## src/rtl/specmd_pipe.sv

```systemverilog
// specmd_pipe: pipelined special-operand resolver for the FPU multiply/divide path.
// Classifies both operands, applies the IEEE-754 special-case rules for mul or
// div and carries the resulting class, sign, NaN fraction and exception flags
// through a valid/ready register pipeline of STAGES stages.
// Optional feature: define SPECMD_STICKY_EN to get accumulating sticky
// invalid/divide-by-zero flags with a set-dominant clear.
module specmd_pipe #(
  parameter int MW     = 52,
  parameter int STAGES = 2
) (
  input  logic          clk,
  input  logic          rst_n,
  input  logic          in_valid,
  output logic          in_ready,
  input  logic          fdiv,
  input  logic          sign_a,
  input  logic          sign_b,
  input  logic [3:0]    fla,
  input  logic [3:0]    flb,
  input  logic [MW-1:0] frac_a,
  input  logic [MW-1:0] frac_b,
  output logic          out_valid,
  input  logic          out_ready,
  output logic          is_special,
  output logic [2:0]    res_cls,
  output logic          res_sign,
  output logic [MW-1:0] res_frac,
  output logic          exc_invalid,
  output logic          exc_divz,
  input  logic          clr_sticky,
  output logic          sticky_invalid,
  output logic          sticky_divz
);

  // Packed result word: {is_special, cls[2:0], sign, frac[MW-1:0], invalid, divz}
  localparam int DW = MW + 7;

  // Quiet bit / default NaN fraction: 1 followed by MW-1 zeros.
  localparam logic [MW-1:0] QBIT = {1'b1, {(MW-1){1'b0}}};

  localparam logic [2:0] CLS_NAN  = 3'b100;
  localparam logic [2:0] CLS_INF  = 3'b010;
  localparam logic [2:0] CLS_ZERO = 3'b001;

  // ---------------------------------------------------------------------------
  // Operand classification
  // ---------------------------------------------------------------------------
  logic a_snan, a_qnan, a_inf, a_zero, a_nan;
  logic b_snan, b_qnan, b_inf, b_zero, b_nan;

  // Decode class flags with priority snan > qnan > inf > zero so that a
  // malformed flag word (several bits set) still yields exactly one class.
  always_comb begin
    a_snan = fla[3];
    a_qnan = ~fla[3] & fla[2];
    a_inf  = (fla[3:2] == 2'b00) & fla[1];
    a_zero = (fla[3:1] == 3'b000) & fla[0];
    a_nan  = fla[3] | fla[2];
    b_snan = flb[3];
    b_qnan = ~flb[3] & flb[2];
    b_inf  = (flb[3:2] == 2'b00) & flb[1];
    b_zero = (flb[3:1] == 3'b000) & flb[0];
    b_nan  = flb[3] | flb[2];
  end

  // ---------------------------------------------------------------------------
  // Special-case resolution
  // ---------------------------------------------------------------------------
  logic          r_special;
  logic [2:0]    r_cls;
  logic          r_sign;
  logic [MW-1:0] r_frac;
  logic          r_inv;
  logic          r_divz;
  logic          src_sign;
  logic [MW-1:0] src_frac;
  logic          dflt_nan;
  logic [DW-1:0] r_word;

  // NaN payload source: operand a whenever a is any NaN, otherwise b.
  always_comb begin
    src_sign = a_nan ? sign_a : sign_b;
    src_frac = a_nan ? frac_a : frac_b;
  end

  // Invalid combinations that produce the default NaN.
  always_comb begin
    if (fdiv) begin
      dflt_nan = (a_zero & b_zero) | (a_inf & b_inf);
    end else begin
      dflt_nan = (a_inf & b_zero) | (a_zero & b_inf);
    end
  end

  // Apply the rules in priority order: sNaN, qNaN, default NaN, inf/zero.
  always_comb begin
    r_special = 1'b0;
    r_cls     = 3'b000;
    r_sign    = 1'b0;
    r_frac    = '0;
    r_inv     = 1'b0;
    r_divz    = 1'b0;
    if (a_snan | b_snan) begin
      // Signalling NaN is quieted by forcing the fraction MSB.
      r_special = 1'b1;
      r_cls     = CLS_NAN;
      r_sign    = src_sign;
      r_frac    = src_frac | QBIT;
      r_inv     = 1'b1;
    end else if (a_qnan | b_qnan) begin
      r_special = 1'b1;
      r_cls     = CLS_NAN;
      r_sign    = src_sign;
      r_frac    = src_frac;
    end else if (dflt_nan) begin
      r_special = 1'b1;
      r_cls     = CLS_NAN;
      r_frac    = QBIT;
      r_inv     = 1'b1;
    end else if (!fdiv) begin
      // Multiply: an infinity dominates, else a zero forces zero.
      if (a_inf | b_inf) begin
        r_special = 1'b1;
        r_cls     = CLS_INF;
        r_sign    = sign_a ^ sign_b;
      end else if (a_zero | b_zero) begin
        r_special = 1'b1;
        r_cls     = CLS_ZERO;
        r_sign    = sign_a ^ sign_b;
      end
    end else begin
      // Divide: inf/x = inf, x/inf = 0, 0/x = 0, finite/0 = inf with divz.
      if (a_inf) begin
        r_special = 1'b1;
        r_cls     = CLS_INF;
        r_sign    = sign_a ^ sign_b;
      end else if (b_inf) begin
        r_special = 1'b1;
        r_cls     = CLS_ZERO;
        r_sign    = sign_a ^ sign_b;
      end else if (a_zero) begin
        r_special = 1'b1;
        r_cls     = CLS_ZERO;
        r_sign    = sign_a ^ sign_b;
      end else if (b_zero) begin
        r_special = 1'b1;
        r_cls     = CLS_INF;
        r_sign    = sign_a ^ sign_b;
        r_divz    = 1'b1;
      end
    end
  end

  assign r_word = {r_special, r_cls, r_sign, r_frac, r_inv, r_divz};

  // ---------------------------------------------------------------------------
  // Valid/ready register pipeline
  // ---------------------------------------------------------------------------
  logic          stg_valid [STAGES];
  logic          stg_load  [STAGES];
  logic          stg_vin   [STAGES];
  logic [DW-1:0] stg_data  [STAGES];
  logic [DW-1:0] stg_din   [STAGES];

  // A stage may load when it is empty or its successor is taking its entry;
  // evaluated from the output end backwards so bubbles collapse under a stall.
  always_comb begin
    for (int k = 0; k < STAGES; k++) begin
      stg_load[k] = 1'b0;
    end
    stg_load[STAGES-1] = ~stg_valid[STAGES-1] | out_ready;
    for (int k = STAGES - 2; k >= 0; k--) begin
      stg_load[k] = ~stg_valid[k] | stg_load[k+1];
    end
  end

  genvar gi;
  generate
    for (gi = 0; gi < STAGES; gi++) begin : g_stage
      if (gi == 0) begin : g_head
        assign stg_vin[gi] = in_valid;
        assign stg_din[gi] = r_word;
      end else begin : g_tail
        assign stg_vin[gi] = stg_valid[gi-1];
        assign stg_din[gi] = stg_data[gi-1];
      end

      // Stage register: take the upstream entry (or a bubble) when allowed.
      always_ff @(posedge clk or negedge rst_n) begin
        if (!rst_n) begin
          stg_valid[gi] <= 1'b0;
          stg_data[gi]  <= '0;
        end else if (stg_load[gi]) begin
          stg_valid[gi] <= stg_vin[gi];
          stg_data[gi]  <= stg_din[gi];
        end
      end
    end
  endgenerate

  assign in_ready  = stg_load[0];
  assign out_valid = stg_valid[STAGES-1];
  assign {is_special, res_cls, res_sign, res_frac, exc_invalid, exc_divz} = stg_data[STAGES-1];

  // ---------------------------------------------------------------------------
  // Sticky exception flags
  // ---------------------------------------------------------------------------
`ifdef SPECMD_STICKY_EN
  logic sticky_invalid_reg;
  logic sticky_divz_reg;
  logic out_xfer;

  assign out_xfer = out_valid & out_ready;

  // Accumulate flags of transferred results; a new flag beats a clear.
  always_ff @(posedge clk or negedge rst_n) begin
    if (!rst_n) begin
      sticky_invalid_reg <= 1'b0;
      sticky_divz_reg    <= 1'b0;
    end else begin
      sticky_invalid_reg <= (sticky_invalid_reg & ~clr_sticky) | (out_xfer & exc_invalid);
      sticky_divz_reg    <= (sticky_divz_reg & ~clr_sticky) | (out_xfer & exc_divz);
    end
  end

  assign sticky_invalid = sticky_invalid_reg;
  assign sticky_divz    = sticky_divz_reg;
`else
  logic unused_clr;
  assign unused_clr     = clr_sticky;
  assign sticky_invalid = 1'b0;
  assign sticky_divz    = 1'b0;
`endif

endmodule

```

## config.mk

```make
export PLATFORM = sky130hd
export DESIGN_NAME = specmd_pipe
export DESIGN_NICKNAME = d
export VERILOG_FILES = /design/src/rtl/specmd_pipe.sv
export SDC_FILE = /design/constraint.sdc
export NUM_CORES = 1
export LEC_CHECK = 0
export ABC_AREA = 1
export BUFFER_PORTS_ARGS = -buffer_cell sky130_fd_sc_hd__buf_2
export CAP_MARGIN = 5
export CORE_MARGIN = 3
export CORE_UTILIZATION = 56
export CTS_CLUSTER_SIZE = 10
export DETAILED_ROUTE_END_ITERATION = 10
export GPL_ROUTABILITY_DRIVEN = 0
export PLACE_DENSITY = 0.84
export SYNTH_ARGS = -nofsm -noshare
export SYNTH_HDL_FRONTEND = slang
export SYNTH_SLANG_ARGS = --single-unit
```

## constraint.sdc

```tcl
create_clock -name clk -period 3.05 [get_ports clk]
set_clock_uncertainty 0.15 [all_clocks]
set_input_delay 0.1525 -clock clk [delete_from_list [all_inputs] [get_ports clk]]
set_output_delay 0.1525 -clock clk [all_outputs]
set_load 0.01 [all_outputs]
```

# Word level (Yosys, flattened, before mapping)
# Cells that the tools add are included.
# W data, S select, Z words.
# word_totals
mem_bits_rw	0
mem_count	0
output_inout_bits	63
input_bits	120
elab_cells	78
ff_bits	120
latch_bits	0
mem_bits_ro	0
# op_classes
n_lt_le_gt_ge	0
addsub	0
n_reduce_logical	4
mux	46
div_mod_pow	0
shifts	0
bitwise	24
eq_ne	0
mul	0
# ops
op	count
$mux W52	4
$mux W1	33
$mux W3	4
$and A1 B1 Y1	10
$mux W2	5
$or A1 B1 Y1	9
$logic_not A3 Y1	2
$logic_not A2 Y1	2
$not A1 Y1	4
$xor A1 B1 Y1	1

# Depth between registers and ports, before layout
# Gate-level depths: netlist of run 1.
# depth
word_depth	10
mapped_depth	10
mapped_depth_nobuf	10

# Worst setup path before layout of run 1
# OpenSTA, ideal clock, no wires.
# synth_path
path_type	flip-flop to flip-flop
start	register stg_valid (netlist bit out_valid)
end	register stg_data[100] (netlist name)
slack_ns	1.602
setup_time_ns	0.136
arrival_ns	1.162
n_path_buf	3
synth_period_minus_slack_ns	1.448
t_required_ns	2.764
path_stages_with_launch	8
path_cell_list	dfrtp_1 inv_1 nor2_2 buf_6 nand2_4 buf_6 buf_2 o32ai_2
# synth_between
elab_chain_cells	3
# synth_rtl
element	line_no	text
start: declaration	159	logic stg_valid [STAGES];
start signal: indexed assignment	194	stg_valid[gi] <= stg_vin[gi];
$not A1 Y1	171	stg_load[STAGES-1] = ~stg_valid[STAGES-1] | out_ready;
$or A1 B1 Y1	171	
$or A1 B1 Y1	173	stg_load[k] = ~stg_valid[k] | stg_load[k+1];
net in_ready	14	output logic in_ready,
end signal: indexed assignment	195	stg_data[gi] <= stg_din[gi];
end: declaration	162	logic [DW-1:0] stg_data [STAGES];
# The timed path passes the listed nets, and every way through them passes these cells.
# A chain may end at the register's enable or synchronous reset.

# Worst setup path after layout of run 1
# layout_path
start	input fla[3]
end	register stg_data[112] (netlist name)
# layout_between
elab_chain_cells	8
elab_cells_between_ends	20
classes_between	5 x mux; 13 x bitwise; 2 x reduce/logical
# layout_rtl
element	line_no	text
start: declaration	18	input logic [3:0] fla,
$logic_not A3 Y1 or $logic_not A2 Y1 (tied branches)	57, 56	
$and A1 B1 Y1 (on tied branches)	57, 56	
$and A1 B1 Y1 (on tied branches)	91, 89	
$or A1 B1 Y1 (on tied branches)	91, 89	
$mux W1	88	if (fdiv) begin
$mux W52	115	end else if (dflt_nan) begin
$mux W52	110	end else if (a_qnan | b_qnan) begin
$mux W52 (*)	103	if (a_snan | b_snan) begin
# Every way passes the cells marked *; elsewhere a longest branch is shown, timed or not.

==> results of run 1 <==
## worst min-delay path, cell delays in order
cell     delay, ns
buf_2         0.12
inv_1         0.06
nor2_2        0.05
nor2_1        0.11
nand4_1       0.08
o21ai_0       0.09
## how the worst min path moves through the flow
stage / endpoint / slack (ns) / depth (start not counted)
final: stg_data[59] / 0.02 / 6
after global routing: stg_data[59] / 0.06 / 6
after CTS: stg_data[114] / 0.02 / 8
after detailed placement: res_frac[25] / 0.17 / 1
after global placement: res_frac[25] / 0.16 / 1
after floorplan: exc_divz / -0.29 / 0
## through the flow
step / cell area [µm²] / hold slack (ns) / utilization [%] / instances / total power, mW
final: 8293 / 0.02322 / 79.62 / 1016 / 4.990
after global routing: 8293 / 0.06080 / 79.62 / 1016 / 5.196
after CTS: 8279 / 0.01691 / 79.48 / 1016 / 4.949
after detailed placement: 6510 / 0.1741 / 62.50 / 866 / 2.781
after global placement: 6510 / 0.1618 / 62.50 / 866 / 2.741
after floorplan: 6028 / -0.2931 / - / 637 / 2.607
## where the power goes
group | switching [mW] | leakage [nW] | total [mW] | internal, mW
registers | 0.116 | 1.44 | 1.93 | 1.82
logic | 0.556 | 2.40 | 1.08 | 0.521
clock network | 0.699 | 0.282 | 1.98 | 1.28
## routing by layer
metal  global-route usage, %  wire length, µm
met5                       0                0
met4                   12.91              493
met3                   7.399             1370
met2                   52.44             9120
met1                   33.63             6478
## cell usage in the layout, fill, tap and decap left out, types with 2 or more instances in the layout
cell	instances
o32ai_2	46
nand2_4	3
buf_4	6
clkbuf_1	4
bufinv_16	3
buf_2	178
or2_1	2
buf_12	2
nand2_1	116
o21ai_0	50
clkbuf_8	3
o31ai_2	4
clkinv_2	3
dlygate4sd3_1	119
nor2_1	113
inv_1	62
nor2_4	3
a21oi_1	4
dfrtp_1	120
conb_1	2
nand3_1	7
clkbuf_16	16
## final cells by class
| class | count | area [µm²] |
|---|---|---|
| sequential | 120 | 3003 |
| timing repair buffer | 305 | 2167 |
| multi-input combinational | 360 | 2135 |
| fill | 587 | 2123 |
| clock buffer | 23 | 456.7 |
| inverter | 64 | 240.2 |
| tap | 136 | 170.2 |
| clock inverter | 8 | 121.4 |
## logic make-up (layout without fill, tap and decap cells)
kind of cell	Yosys count	count (layout)	share of synthesized area [%]
xor gates and xnor gates	1	1	0.1454
buffers and inverters	157	400	15.18
and+or+nand+nor	249	249	16.53
DFF	120	120	49.84
other	1	2	0.06225
AOI/OAI and AO/OA	108	108	18.23
## repair_timing
item	in CTS	in global routing
hold buffers	119	0
resized for setup	0	2
endpoints found under the hold margin	129	0
setup endpoints to repair	0	2
==> results.md, run 1 <==
- # setup viols final: 0
- First-pass GRT wire length: 27.26 mm
- Core ar.: 10420 µm²
- Max Slew Vio Count: 0
- Initial Utilization: 57.84%
- Worst vdd ir: 0.3402 mV
- FP Rows: 37
- # diodes: 0
- Crit-path cells: buf_2, inv_1, nand2_4, buf_4, o21ai_0, dlygate4sd3_1, o21a_1, dlygate4sd3_1, nand2_1, dlygate4sd3_1
- EDFF count, synth: 0
- CTS tree: yes
- Post-CTS Setup Bufs: 0
- Die ar.: 12040 µm²
- Final min period: 2.896 ns
- TritonCTS buffer count: 17
- Worst skew pair latency: 0.52 ns
- Flop2flop setup slack: 0.19 ns
- Final setup TNS: 0 ns
- Reg clk slew, reported paths: 0.06 ns
- Rel. slew slack: 32.85%
- CTS H-tree lvls: 4
- Count leader, synth: dfrtp_1
- Worst Hold Class: input port to flip-flop
- Total grt overflow: 0
- P_leak: 4.119 nW
- Synthesized area per cell: 9.473 µm²
- Critical Path AT: 3.20 ns
- Dpl ws: 0.8506 ns
- Crit path largest cell delay: 0.58 ns
- Status: finished, final reports clean
- Largest area contributor in the netlist: dfrtp_1
- Synth Instances: 636
- CP Class: input port to flip-flop
- Top post-synthesis cells by area: dfrtp_1, o32ai_2, buf_4
- Port Buffers: 179
- Synth Register Bits: 120
- Critical Path Source Type: input port
- Period utilisation layout: 94.95%
- Req. time, crit path: 3.36 ns
- Setup WS post-layout: 0.1542 ns
- Nets: 988
- RR Startpoint: out_valid
- ANT nets after route: 0
- Reg2reg end: stg_data[113]
- Routed vias: 5398
- Sequential element share of the synthesized area: 49.84%
- Vias in the first global route: 5754
- Number of buffers and inverters on the critical path: 6
- CTS Buffer Depth: 2
- Worst path depth: 10
- Fmax: 345.3 MHz
- Asr flop ratio synth: 100.0%
- Pin count of the biggest net entering global routing: 110
- P&R area growth vs syn: 37.65%
- Largest Register: stg_data
- Initial antenna violation count: 0
- Min-delay src: fla[1]
- RSZ-0062 raised after global routing: no
- Pwr dens: 601.7 nW/µm²
- Maxcap violations: 0
- Worst Max-Slew Pin Slew: 1.007 ns
- Worst path most repeated cell: dlygate4sd3_1
- Critical path origin: fla[3]
- Worst setup path endpoint: stg_data[112]
- Max FFs per register: 59
- Residual DRC count: 0
- DR pass1 iterations: 7
- Fraction of layout instances using a drive strength above 1: 31.14%
- CTS root buffer: clkbuf_8
- WL per Instance: 17.19 µm
- Mapped cell area: 6025 µm²
- Synth cell types: 28
- Crit end category: flip-flop
- List of most frequent post-synthesis cells: dfrtp_1, nand2_1, nor2_1
- Io pins: 183
- Total track usage: 29.56%
- Reg2Reg Depth: 9
- Crit-path leading delay family: buffers and inverters
- Chip height: 109.7 µm
- Number of synthesis warnings: 0
- Die X: 109.7 µm
- Dpl hpwl: 9.430 mm
- Final Hold Violating Endpoints: 0
- Vias/cell: 5.313
- Post-synth top area share: 49.84%
- Max stage delay cell, worst path: dlygate4sd3_1
- TritonCTS sink count: 120
- Iter 0 DRT Violations: 405
- Total Routed Length: 17.46 mm
- Top FF cell, synth: dfrtp_1
- Crit path max fanout: 29
(Power assumes the default switching activity.)
==> run 2: changes to the inputs <==
- RECOVER_POWER: default -> 25
==> run 2 against run 1 <==
  * The run now ends with capacitance limit, slew limit left
  * Sequential power hardly changed
  * Clock-buffer cell count stayed put
  * Setup slack improved by 0.014 ns
  * Routed wire length down 0.14%
  * Highest routed layer unchanged
  * Non-clock buffer count did not move
  * Worst hold slack got worse by 0.0015 ns
  * Sequential share of layout area is essentially flat
==> results.md, run 2 (synthesis results as in run 1) <==
- Status: finished, violations left
- Failing checks: capacitance limit, slew limit
- CTS root buffer: clkbuf_8
- Routed vias: 5406 (+0.15%)
- Worst skew pair latency: 0.52 ns (about the same)
- Initial Utilization: 57.84% (unchanged)
- Maxcap violations: 1 (+1)
- TritonCTS buffer count: 17 (unchanged)
- CTS Buffer Depth: 2 (unchanged)
- Critical Path Source Type: input port
- Total track usage: 29.56% (unchanged)
- Chip height: 109.7 µm (unchanged)
- Crit end category: flip-flop
- Max FFs per register: 59 (unchanged)
- Initial antenna violation count: 0 (unchanged)
- Fmax: 347.0 MHz (+0.49%)
- Reg2Reg Depth: 9 (unchanged)
- Worst vdd ir: 0.3404 mV (about the same)
- Req. time, crit path: 3.36 ns (about the same)
- Non-filler cells, final: 1016 (unchanged)
- Final Hold Violating Endpoints: 0 (unchanged)
- Final setup TNS: 0 ns (unchanged)
- Most frequent cells in the layout: buf_2, dfrtp_1, dlygate4sd3_1
- Crit path max fanout: 29 (unchanged)
- Filler cells: 592 (+0.85%)
- Critical Path AT: 3.19 ns (about the same)
- Pin count of the biggest net entering global routing: 110 (unchanged)
- # setup viols final: 0 (unchanged)
- # diodes: 0 (unchanged)
- CTS H-tree lvls: 4 (unchanged)
- Final min period: 2.882 ns (-0.01408 ns)
- RSZ-0062 raised after global routing: no
- FP Rows: 37 (unchanged)
- P_leak: 4.101 nW (-0.44%)
- Io pins: 183 (unchanged)
- TritonCTS sink count: 120 (unchanged)
- First-pass GRT wire length: 27.26 mm (unchanged)
- WHS: 0.02168 ns (-0.001537 ns)
- Period utilisation layout: 94.48% (-0.46 points)
- CTS tree: yes
- Max Slew Vio Count: 70 (+70)
- Nets: 988 (unchanged)
- Multi-input combinational cell area: 2135 µm² (unchanged)
- Reg clk slew, reported paths: 0.06 ns (about the same)
- Hold Crit Depth: 6 (unchanged)
- Fraction of layout instances using a drive strength above 1: 30.45% (-0.68 points)
- Residual DRC count: 0 (unchanged)
- Die X: 109.7 µm (unchanged)
- Placed Cells: 866 (unchanged)
- Total Routed Length: 17.44 mm (-0.14%)
- Iter 0 DRT Violations: 405 (unchanged)
- Rel. slew slack: -13.81% (-47 points)
- Commonest non-fill, non-tap cell in the layout: buf_2
- Largest Register: stg_data
- Total grt overflow: 0 (unchanged)
- Core ar.: 10420 µm² (unchanged)
- Core Util, Final: 79.52% (-0.096 points)
- Vias/cell: 5.321 (+0.15%)
- ANT nets after route: 0 (unchanged)
- Worst Max-Slew Pin Slew: 1.707 ns (+0.6999 ns)
- Die ar.: 12040 µm² (unchanged)
- Worst Hold Class: input port to flip-flop
- WL per Instance: 17.16 µm (-0.14%)
- P&R area growth vs syn: 37.49%
- Vias in the first global route: 5754 (unchanged)
- Dpl hpwl: 9.430 mm (unchanged)
- DR pass1 iterations: 7 (unchanged)
- CP Class: input port to flip-flop
- Pwr dens: 602.5 nW/µm² (+0.14%)
- Storage cell area: 3003 µm² (unchanged)
- Port Buffers: 179 (unchanged)
## run 2: changes by cell type in the layout (fill, tap and decap cells not counted)
cell	previous run	this run
buf_4	6	5
clkbuf_1	4	10
clkbuf_2	0	1
buf_2	178	172
## run 2: report_power, final
group	internal, mW	switching (mW)	leakage, nW
registers	1.82	0.116	1.44
logic	0.517	0.556	2.38
clock network	1.28	0.704	0.282
total	3.62	1.38	4.10
## run 2: cell type report
class	count	share of cell area (%)
flip-flops and latches	120	36.25
repair buffers	305	26.04
multi-input cells	360	25.77
well taps	136	2.054
clock buffers	23	5.514
inverters	64	2.900
clock inverters	8	1.465
## run 2: path summary, 6_finish.rpt
check                                 start       endpoint  slack, ns
worst min register to register  res_frac[7]    res_frac[7]       0.33
min in group asynchronous             rst_n   res_frac[21]       0.47
worst min-delay path                 fla[1]   stg_data[59]       0.02
max in group asynchronous             rst_n   res_frac[38]       1.23
worst max register to register    out_valid  stg_data[113]       0.18
worst max-delay path                 fla[3]  stg_data[112]       0.17
## run 2: worst max-delay path, cell delays in order
cell and delay [ns]:
buf_2 0.13, inv_1 0.08, nand2_4 0.29, buf_4 0.39, o21ai_0 0.14, dlygate4sd3_1 0.58, o21a_1 0.18, dlygate4sd3_1 0.58
nand2_1 0.09, dlygate4sd3_1 0.55
## run 2: repair_timing
| action | in CTS | in global routing |
|---|---|---|
| setup buffers | 0 | 0 |
| endpoints found under the setup margin | 0 | 2 |
| gates resized for setup | 0 | 2 |
| hold buffers | 119 | 0 |
| hold endpoints to repair | 129 | 0 |
## run 2: per-stage QoR
stage                     power [mW]  setup slack (ns)  cell area (µm²)
after floorplan                2.607             1.602             6028
after global placement         2.741            0.9108             6510
after detailed placement       2.781            0.8506             6510
after CTS                      4.949           0.07169             8279
after global routing           5.193           0.05764             8283
final                          4.991            0.1682             8283
## run 2: routing by layer
| layer | global-route usage (%) | vias up | routed length [µm] | share of wire [%] |
|---|---|---|---|---|
| li1 | - | 2453 | - | - |
| met3 | 7.399 | 56 | 1329 | 7.6 |
| met4 | 12.91 | 0 | 526 | 3.0 |
| met1 | 33.63 | 2595 | 6552 | 38 |
| met2 | 52.44 | 302 | 9030 | 52 |
| met5 | 0 | - | 0 | 0 |
==> run 3: changes to the inputs <==
- PLACE_DENSITY: 0.84 -> 0.86
==> run 3 against run 2 <==
  * The run now ends clean
  * Die area unchanged
  * Non-clock buffer count decreased by 2
  * Worst hold slack improved by 0.0092 ns
  * Critical path type unchanged
==> results.md, run 3 (synthesis results as in run 1) <==
- Status: finished, final reports clean
- Worst vdd ir: 0.3338 mV (-1.9%)
- Critical Path AT: 3.18 ns (about the same)
- TritonCTS sink count: 120 (unchanged)
- Cell-internal power: 3.671 mW (+1.6%)
- RSZ-0062 raised after global routing: no
- Logic pwr share: 21.2% (-0.3 points)
- CTS H-tree lvls: 4 (unchanged)
- Critical Path Source Type: input port
- Vias/cell: 5.297 (-0.45%)
- CTS root buffer: clkbuf_8
- Die X: 109.7 µm (unchanged)
- Setup WS post-layout: 0.1656 ns (-0.002663 ns)
- Nets: 986 (-0.20%)
- Most frequent cells in the layout: buf_2, dfrtp_1, dlygate4sd3_1
- Final min period: 2.884 ns (+0.002663 ns)
- Core ar.: 10420 µm² (unchanged)
- TritonCTS buffer count: 17 (unchanged)
- Max stage delay cell, worst path: dlygate4sd3_1
- Worst Hold Class: input port to flip-flop
- Sw power: 1.346 mW (-2.1%)
- Initial antenna violation count: 0 (unchanged)
- Crit-path cells: dlygate4sd3_1, buf_2, nor2_4, nand2_4, dlygate4sd3_1, nor2_2, nand3_1, dlygate4sd3_1, nand2_1, dlygate4sd3_1
- Worst path most repeated cell: dlygate4sd3_1
- Chip height: 109.7 µm (unchanged)
- ANT nets after route: 0 (unchanged)
- Max FFs per register: 59 (unchanged)
- Req. time, crit path: 3.34 ns (-0.02 ns)
- Dpl ws: 0.9605 ns (+0.1099 ns)
- # setup viols final: 0 (unchanged)
- Total Routed Length: 17.16 mm (-1.6%)
- Max Slew Vio Count: 0 (-100%)
- Crit path max fanout: 4 (-86%)
- Switching Fraction: 26.83% (-0.73 points)
- Placed Cells: 866 (unchanged)
- Vias in the first global route: 5690 (-1.1%)
- Residual DRC count: 0 (unchanged)
- # diodes: 0 (unchanged)
- Port Buffers: 179 (unchanged)
- Reg power frac: 38.5% (-0.2 points)
- CP Class: input port to flip-flop
- Routed vias: 5371 (-0.65%)
- Initial Utilization: 57.84% (unchanged)
- Pwr dens: 606.9 nW/µm² (+0.72%)
- WL per Instance: 16.92 µm (-1.4%)
- CTS tree: yes
- Reg clk slew, reported paths: 0.06 ns (about the same)
- Period utilisation layout: 94.57% (about the same)
- Die ar.: 12040 µm² (unchanged)
- Worst skew pair latency: 0.51 ns (about the same)
- WHS: 0.03086 ns (+0.009177 ns)
- Io pins: 183 (unchanged)
- Iter 0 DRT Violations: 352 (-13%)
- Final setup TNS: 0 ns (unchanged)
- CTS Buffer Depth: 2 (unchanged)
- Largest Register: stg_data
- Dpl hpwl: 9.371 mm (-0.63%)
- Crit end category: flip-flop
- DR pass1 iterations: 5 (-2)
- First-pass GRT wire length: 26.72 mm (-2.0%)
- Total grt overflow: 0 (unchanged)
- Clk network pwr share: 40.3% (+0.6 points)
- Pin count of the biggest net entering global routing: 66 (-40%)
- P&R area growth vs syn: 37.24%
- Non-filler cells, final: 1014 (-0.20%)
- Fraction of layout instances using a drive strength above 1: 31.21% (+0.75 points)
- P_leak: 4.107 nW (+0.14%)
- Fmax: 346.7 MHz (about the same)
- Final Hold Violating Endpoints: 0 (unchanged)
- Commonest non-fill, non-tap cell in the layout: buf_2
- Maxcap violations: 0 (-1)
- FP Rows: 37 (unchanged)
- Total track usage: 28.90% (-0.66 points)
- Rel. slew slack: 10.48% (+24 points)
- Crit path largest cell delay: 0.59 ns (about the same)
- Worst Max-Slew Pin Slew: 1.343 ns (-0.3644 ns)
run 3: timing repair:
action | in CTS | in global routing
hold buffers | 117 | 0
resized for setup | 0 | 2
endpoints found under the hold margin | 115 | 0
setup endpoints to repair | 0 | 1
buffers inserted | 0 | 0
run 3: critical path: cells and delay by family:
| kind | cells | cell delay, ns |
|---|---|---|
| buf+inv | 5 | 2.43 |
| simple gates | 5 | 0.60 |
run 3: metrics by stage:
step | power (mW) | utilization [%] | instance area, µm²
after floorplan | 2.607 | - | 6028
after global placement | 2.736 | 62.50 | 6510
after detailed placement | 2.780 | 62.50 | 6510
after CTS | 4.977 | 79.42 | 8273
after global routing | 5.231 | 79.38 | 8268
final | 5.018 | 79.38 | 8268
run 3: area by class of cell:
class	count	area [µm²]
flip-flops and latches	120	3003
fillers	599	2148
multi-input cells	360	2132
repair buffers	303	2131
clock buffers	22	442.9
inverters	64	240.2
well taps	136	170.2
clock inverters	9	148.9
run 3: power by group through the flow:
stage / Combinational [mW] / Sequential (mW) / Clock [mW]
2_1_floorplan: 0.688 / 1.92 / 0
3_3_place_gp: 0.804 / 1.93 / 0
3_5_place_dp: 0.838 / 1.94 / 0
4_1_cts: 1.04 / 1.92 / 2.02
5_1_grt: 1.17 / 1.94 / 2.12
6_report: 1.06 / 1.93 / 2.02
run 3: metal layers:
metal,track usage (%),part of all wire (%)
met5,0,0
met4,12.91,2.9
met3,6.870,6.9
met2,51.09,52
met1,33.18,38
run 3: final timing paths:
check	startpoint	to	slack [ns]	depth (start not counted)
max	flb[3]	stg_data[113]	0.17	10
min	fla[1]	stg_data[59]	0.03	6
max reg2reg	out_valid	stg_data[113]	0.32	9
min reg2reg	res_cls[2]	res_cls[2]	0.33	2
max in group asynchronous	rst_n	stg_data[87]	0.75	3
min in group asynchronous	rst_n	res_frac[0]	0.36	2
